--- config.mk ---
export PLATFORM = sky130hd
export DESIGN_NAME = pipe_hazard_ctrl
export DESIGN_NICKNAME = d
export VERILOG_FILES = /design/src/rtl/pipe_hazard_ctrl.sv
export SDC_FILE = /design/constraint.sdc
export NUM_CORES = 1
export LEC_CHECK = 0
export BUFFER_PORTS_ARGS = -buffer_cell sky130_fd_sc_hd__buf_2
export CORE_ASPECT_RATIO = 0.6
export CORE_UTILIZATION = 35
export CTS_CLUSTER_DIAMETER = 150
export CTS_CLUSTER_SIZE = 14
export DETAILED_ROUTE_END_ITERATION = 7
export PLACE_DENSITY = 0.52
export SLEW_MARGIN = 25
export SYNTH_ARGS = -nofsm -noshare
export SYNTH_HDL_FRONTEND = slang
export SYNTH_SLANG_ARGS = --single-unit
--- constraint.sdc ---
create_clock -name clk -period 4.7 [get_ports clk]
set_input_delay 0.47 -clock clk [delete_from_list [all_inputs] [get_ports clk]]
set_output_delay 0.47 -clock clk [all_outputs]
set_load 0.02 [all_outputs]
--- src/rtl/pipe_hazard_ctrl.sv ---
// Hazard controller for a 5-stage in-order pipeline: tracks EX/MEM/WB destination
// shadows and drives stall, flush, bubble, freeze and forwarding selects.
module pipe_hazard_ctrl #(
  parameter int RF_ADDRESS  = 5,
  parameter int NUM_SRC     = 2,
  parameter int FWD_EN      = 1,
  parameter int STALL_CNT_W = 16
) (
  input  logic                           clk,
  input  logic                           reset,
  input  logic                           id_valid,
  input  logic [NUM_SRC*RF_ADDRESS-1:0]  id_rs,
  input  logic [NUM_SRC-1:0]             id_rs_used,
  input  logic [RF_ADDRESS-1:0]          id_rd,
  input  logic                           id_regwrite,
  input  logic                           id_memread,
  input  logic                           ex_redirect,
  input  logic                           mem_ready,
  output logic                           pc_stall,
  output logic                           ifid_stall,
  output logic                           ifid_flush,
  output logic                           idex_bubble,
  output logic                           freeze,
  output logic [NUM_SRC*2-1:0]           fwd_sel,
  output logic [STALL_CNT_W-1:0]         stall_count
);

  // EX entry
  logic                          ex_valid_q, ex_valid_d;
  logic [RF_ADDRESS-1:0]         ex_rd_q, ex_rd_d;
  logic                          ex_regwrite_q, ex_regwrite_d;
  logic                          ex_memread_q, ex_memread_d;
  logic [NUM_SRC*RF_ADDRESS-1:0] ex_rs_q, ex_rs_d;
  logic [NUM_SRC-1:0]            ex_rs_used_q, ex_rs_used_d;
  // MEM and WB entries; only EX needs the load flag, since load-use is judged there
  logic                          mem_valid_q, mem_valid_d;
  logic [RF_ADDRESS-1:0]         mem_rd_q, mem_rd_d;
  logic                          mem_regwrite_q, mem_regwrite_d;
  logic                          wb_valid_q, wb_valid_d;
  logic [RF_ADDRESS-1:0]         wb_rd_q, wb_rd_d;
  logic                          wb_regwrite_q, wb_regwrite_d;

  logic [STALL_CNT_W-1:0]        stall_count_q, stall_count_d;

  logic                          ex_hit, mem_hit, interlock;
  logic [RF_ADDRESS-1:0]         id_src;
  logic [RF_ADDRESS-1:0]         ex_src;

  // ID source hits against in-flight producers
  always_comb begin
    ex_hit  = 1'b0;
    mem_hit = 1'b0;
    id_src  = '0;
    for (int i = 0; i < NUM_SRC; i++) begin
      id_src = id_rs[i*RF_ADDRESS +: RF_ADDRESS];
      if (id_rs_used[i]) begin
        if (ex_valid_q && ex_regwrite_q && (ex_rd_q != '0) && (ex_rd_q == id_src))
          ex_hit = 1'b1;
        if (mem_valid_q && mem_regwrite_q && (mem_rd_q != '0) && (mem_rd_q == id_src))
          mem_hit = 1'b1;
      end
    end
    if (FWD_EN != 0) interlock = ex_hit && ex_memread_q;
    else             interlock = ex_hit || mem_hit;
  end

  // Control outputs: freeze beats redirect, redirect beats any interlock stall
  always_comb begin
    pc_stall    = 1'b0;
    ifid_stall  = 1'b0;
    ifid_flush  = 1'b0;
    idex_bubble = 1'b0;
    freeze      = 1'b0;
    if (!reset) begin
      if (mem_valid_q && !mem_ready) begin
        freeze     = 1'b1;
        pc_stall   = 1'b1;
        ifid_stall = 1'b1;
      end else if (ex_redirect) begin
        ifid_flush  = 1'b1;
        idex_bubble = 1'b1;
      end else if (interlock) begin
        pc_stall    = 1'b1;
        ifid_stall  = 1'b1;
        idex_bubble = 1'b1;
      end
    end
  end

  // Forwarding selects for the instruction currently in EX; MEM wins over WB
  always_comb begin
    fwd_sel = '0;
    ex_src  = '0;
    for (int i = 0; i < NUM_SRC; i++) begin
      ex_src = ex_rs_q[i*RF_ADDRESS +: RF_ADDRESS];
      if ((FWD_EN != 0) && !reset && ex_valid_q && ex_rs_used_q[i]) begin
        if (mem_valid_q && mem_regwrite_q && (mem_rd_q != '0) && (mem_rd_q == ex_src))
          fwd_sel[i*2 +: 2] = 2'b10;
        else if (wb_valid_q && wb_regwrite_q && (wb_rd_q != '0) && (wb_rd_q == ex_src))
          fwd_sel[i*2 +: 2] = 2'b01;
      end
    end
  end

  always_comb begin
    ex_valid_d     = ex_valid_q;
    ex_rd_d        = ex_rd_q;
    ex_regwrite_d  = ex_regwrite_q;
    ex_memread_d   = ex_memread_q;
    ex_rs_d        = ex_rs_q;
    ex_rs_used_d   = ex_rs_used_q;
    mem_valid_d    = mem_valid_q;
    mem_rd_d       = mem_rd_q;
    mem_regwrite_d = mem_regwrite_q;
    wb_valid_d     = wb_valid_q;
    wb_rd_d        = wb_rd_q;
    wb_regwrite_d  = wb_regwrite_q;
    stall_count_d  = stall_count_q;
    if (!freeze) begin
      wb_valid_d     = mem_valid_q;
      wb_rd_d        = mem_rd_q;
      wb_regwrite_d  = mem_regwrite_q;
      mem_valid_d    = ex_valid_q;
      mem_rd_d       = ex_rd_q;
      mem_regwrite_d = ex_regwrite_q;
      ex_valid_d     = id_valid && !idex_bubble && !ex_redirect;
      ex_rd_d        = id_rd;
      ex_regwrite_d  = id_regwrite;
      ex_memread_d   = id_memread;
      ex_rs_d        = id_rs;
      ex_rs_used_d   = id_rs_used;
    end
    if (pc_stall && (stall_count_q != {STALL_CNT_W{1'b1}}))
      stall_count_d = stall_count_q + STALL_CNT_W'(1);
  end

  always_ff @(posedge clk) begin
    if (reset) begin
      ex_valid_q     <= 1'b0;
      ex_rd_q        <= '0;
      ex_regwrite_q  <= 1'b0;
      ex_memread_q   <= 1'b0;
      ex_rs_q        <= '0;
      ex_rs_used_q   <= '0;
      mem_valid_q    <= 1'b0;
      mem_rd_q       <= '0;
      mem_regwrite_q <= 1'b0;
      wb_valid_q     <= 1'b0;
      wb_rd_q        <= '0;
      wb_regwrite_q  <= 1'b0;
      stall_count_q  <= '0;
    end else begin
      ex_valid_q     <= ex_valid_d;
      ex_rd_q        <= ex_rd_d;
      ex_regwrite_q  <= ex_regwrite_d;
      ex_memread_q   <= ex_memread_d;
      ex_rs_q        <= ex_rs_d;
      ex_rs_used_q   <= ex_rs_used_d;
      mem_valid_q    <= mem_valid_d;
      mem_rd_q       <= mem_rd_d;
      mem_regwrite_q <= mem_regwrite_d;
      wb_valid_q     <= wb_valid_d;
      wb_rd_q        <= wb_rd_d;
      wb_regwrite_q  <= wb_regwrite_d;
      stall_count_q  <= stall_count_d;
    end
  end

  assign stall_count = stall_count_q;

endmodule

==> impl_results.md <==
* CTS buffer count at 5
* Routed Antenna Nets at 0
* Root Buffer: clkbuf_16
* Clk sinks at 50
* Post-synth cell types at 49
* Worst reg2reg path endpoint: stall_count[9]
* Fin nets at 309
* Layout fillers at 695
* Leakage power at 1.22 nW
* Clock transition at path regs at 0.07 ns
* Max-Cap Viols at 0
* Failing checks: DRC
* CP endpoint kind: output pin
* Core Area at 6790 um2
* Worst Setup SP: ex_rd_q[1]
* #FFs+latches synth at 50
* Overall die area at 7470 um2
* Seq/Total Area, Yosys at 40.2%
* Final setup skew at 0.00491 ns
* Setup_tns at 0 ns
* Post-DP HPWL at 4610 um
* WL final at 6350 um
* Top cell type's share of synthesized area at 40.2%
* Mapped Cells at 243
* Initial core utilization at 36.7%
* Initial antenna violation count at 0
* CP startpoint kind: register
* Post-CTS Setup Bufs at 0
* First DRT Iteration DRCs at 101
* Fin cells at 372
* Number of gates resized after cts at 0
* Chip width at 111 um
* Final Cycle Share at 58.9%
* Routed len/inst at 17.1 um
* Final Wtd Congestion at 0.784
* Area contributors post-synth: dfxtp_1 (40%), a22o_1 (10%), xnor2_1 (7.7%)
* Die Y at 67.4 um
* H-tree depth at 2
* FP Rows at 23
* Largest area contributor in the netlist: dfxtp_1
* Worst vdd ir at 0.153 mV
* Multi-input gate area at 1370 um2
* CTS Hold Bufs at 0
* Flop-to-flop setup slack at 2.10 ns
* Period minus WS final at 2.77 ns
* Vias at 2,042
* RSZ-0062 raised after global routing: false
* Slew headroom at 31.1%
* Final WS setup at 1.93 ns
* Worst setup path end: ifid_stall
* Largest net degree at the start of global routing at 36
* Pre-CTS setup slack at 2.13 ns
* Post-synth EDFFs at 0
* Netlist Area Pre-Place at 2490 um2
* GR Overflow Total at 0
* Slew Viols, Final at 0
* Setup CP Type: register to output pin
* Syn avg cell area at 10.3 um2
* Worst-Skew Late Latency at 0.28 ns
* CTS tree: done
* Diode count at 0
* Via density at 5.49
* Clock Path Buffers at 2
* Register area at 1000 um2
* Pwr/cell area at 327 nW/um2
* Crit path DAT at 2.30 ns
* Final hold violations at 0
* Total GRT Usage at 17.6%
* Worst Path Required at 4.23 ns
* Vias in the first global route at 1,870
* Power Total at 0.956 mW
* Final setup viols at 0
* CP Max Fanout at 29
* Max Fclk at 0.361 GHz
* Share of layout cells above drive strength 1 at 31.2%
* DR pass1 iterations at 6
* Status: finished with violations
* DRC viols at 2
* Worst reg2reg path startpoint: stall_count[0]
* First-pass GRT wire length at 10,200 um
* PortBufs at 48
* Num ports at 49
* Hold/Removal Path Class: input port to register
* Syn_nets at 268
* Reg2Reg Depth at 6
* Ys flop type: dfxtp_1
* Area Overhead vs Synth at 17.4%
* Worst-Margin Slew at 1.03 ns
* Post-synth ARST share at 0%
* Synth warn at 0
* Placed Cells at 364
[cells by family after synthesis]
group	after synthesis	synth area share [%]
compound gates	67	23.6
xor+xnor	30	10.5
fa+ha+maj	1	0.502
buf+inv	21	5.02
flops	50	40.2
mux	2	1.20
simple gates	72	18.9
[through the flow]
stage	area [um2]	hold WS [ns]	util [%]
floorplan	2490	0.450	-
global placement	2760	0.467	40.6
detailed placement	2760	0.479	40.6
CTS	2930	0.385	43.1
global route	2930	0.379	43.1
finish	2930	0.387	43.1
[synth_stat cells, types with 3 or more instances]
master and n:
clkbuf_1 5, a21oi_2 8, o41ai_1 3, nand3_1 9, a22o_1 29, nand2_1 5
buf_1 3, inv_1 4, dfxtp_1 50, and3_1 9, xnor2_1 22, a21oi_1 4
buf_2 3, o311ai_0 4, nor2_1 5, buf_4 3, o31ai_2 5, nand4_1 8
xor2_1 8, nor4_1 4, and2_1 3, or4_1 10, nor2b_1 4
[power by group]
part           switching [mW]  internal (mW)
clock network           0.162          0.252
logic                  0.0388         0.0400
registers              0.0226          0.440
[final cells by class]
class,instances,share of cell area (%)
tap,87,3.72
multi-input combinational,172,46.8
sequential,50,34.2
timing repair buffer,51,8.98
clock inverter,3,1.50
inverter,4,0.513
clock buffer,5,4.28
[worst max-delay path: stages (launching register included)]
cell       delay, ns
dfxtp_1         0.37
or4_1           0.57
o2111ai_2       0.24
nor3_2          0.07
a21oi_2         0.14
buf_4           0.32
inv_1           0.12
buf_2           0.18
[metal layers]
metal | track usage [%] | wire, um | up-vias | part of all wire, %
li1 | - | - | 1016 | -
met1 | 28.2 | 3730 | 989 | 59
met2 | 23.1 | 2360 | 33 | 37
met3 | 3.59 | 213 | 4 | 3.4
met4 | 3.60 | 42 | 0 | 0.66
met5 | 0 | 0 | - | 0
[registers in the layout (all words and copies together), names as in the netlist]
register and cells:
mem_regwrite_q 1, wb_rd_q 5, mem_rd_q 5, ex_regwrite_q 1, ex_memread_q 1, ex_rs_used_q 2
ex_rd_q 5, mem_valid_q 1, wb_valid_q 1, ex_valid_q 1, stall_count 16, wb_regwrite_q 1
ex_rs_q 10
[placed cells by master, fill, tap and decap left out, drive strengths merged, types with 4 or more instances in the layout]
| cell | netlist | final |
|---|---|---|
| xnor2 | 22 | 22 |
| inv | 4 | 5 |
| xor2 | 8 | 8 |
| nor2b | 4 | 4 |
| nor4 | 4 | 4 |
| buf | 12 | 51 |
| nor2 | 5 | 5 |
| dfxtp | 50 | 50 |
| a21oi | 12 | 12 |
| nand4 | 8 | 8 |
| o311ai | 4 | 4 |
| clkbuf | 5 | 5 |
| or4 | 10 | 10 |
| o31ai | 7 | 7 |
| a22o | 31 | 31 |
| and3 | 11 | 11 |
| nand2 | 5 | 5 |
| nand3 | 9 | 9 |
[worst min-delay path by stage]
| stage | start | to | slack [ns] | cells after the start |
|---|---|---|---|---|
| 3_3_place_gp | wb_regwrite_q | wb_regwrite_q | 0.47 | 1 |
| 5_1_grt | id_rd[0] | ex_rd_q[0] | 0.38 | 2 |
| 6_report | id_rd[2] | ex_rd_q[2] | 0.39 | 2 |
| 2_1_floorplan | wb_regwrite_q | wb_regwrite_q | 0.45 | 1 |
| 3_5_place_dp | wb_regwrite_q | wb_regwrite_q | 0.48 | 1 |
| 4_1_cts | id_rd[2] | ex_rd_q[2] | 0.38 | 2 |
(Power assumes the default switching activity.)
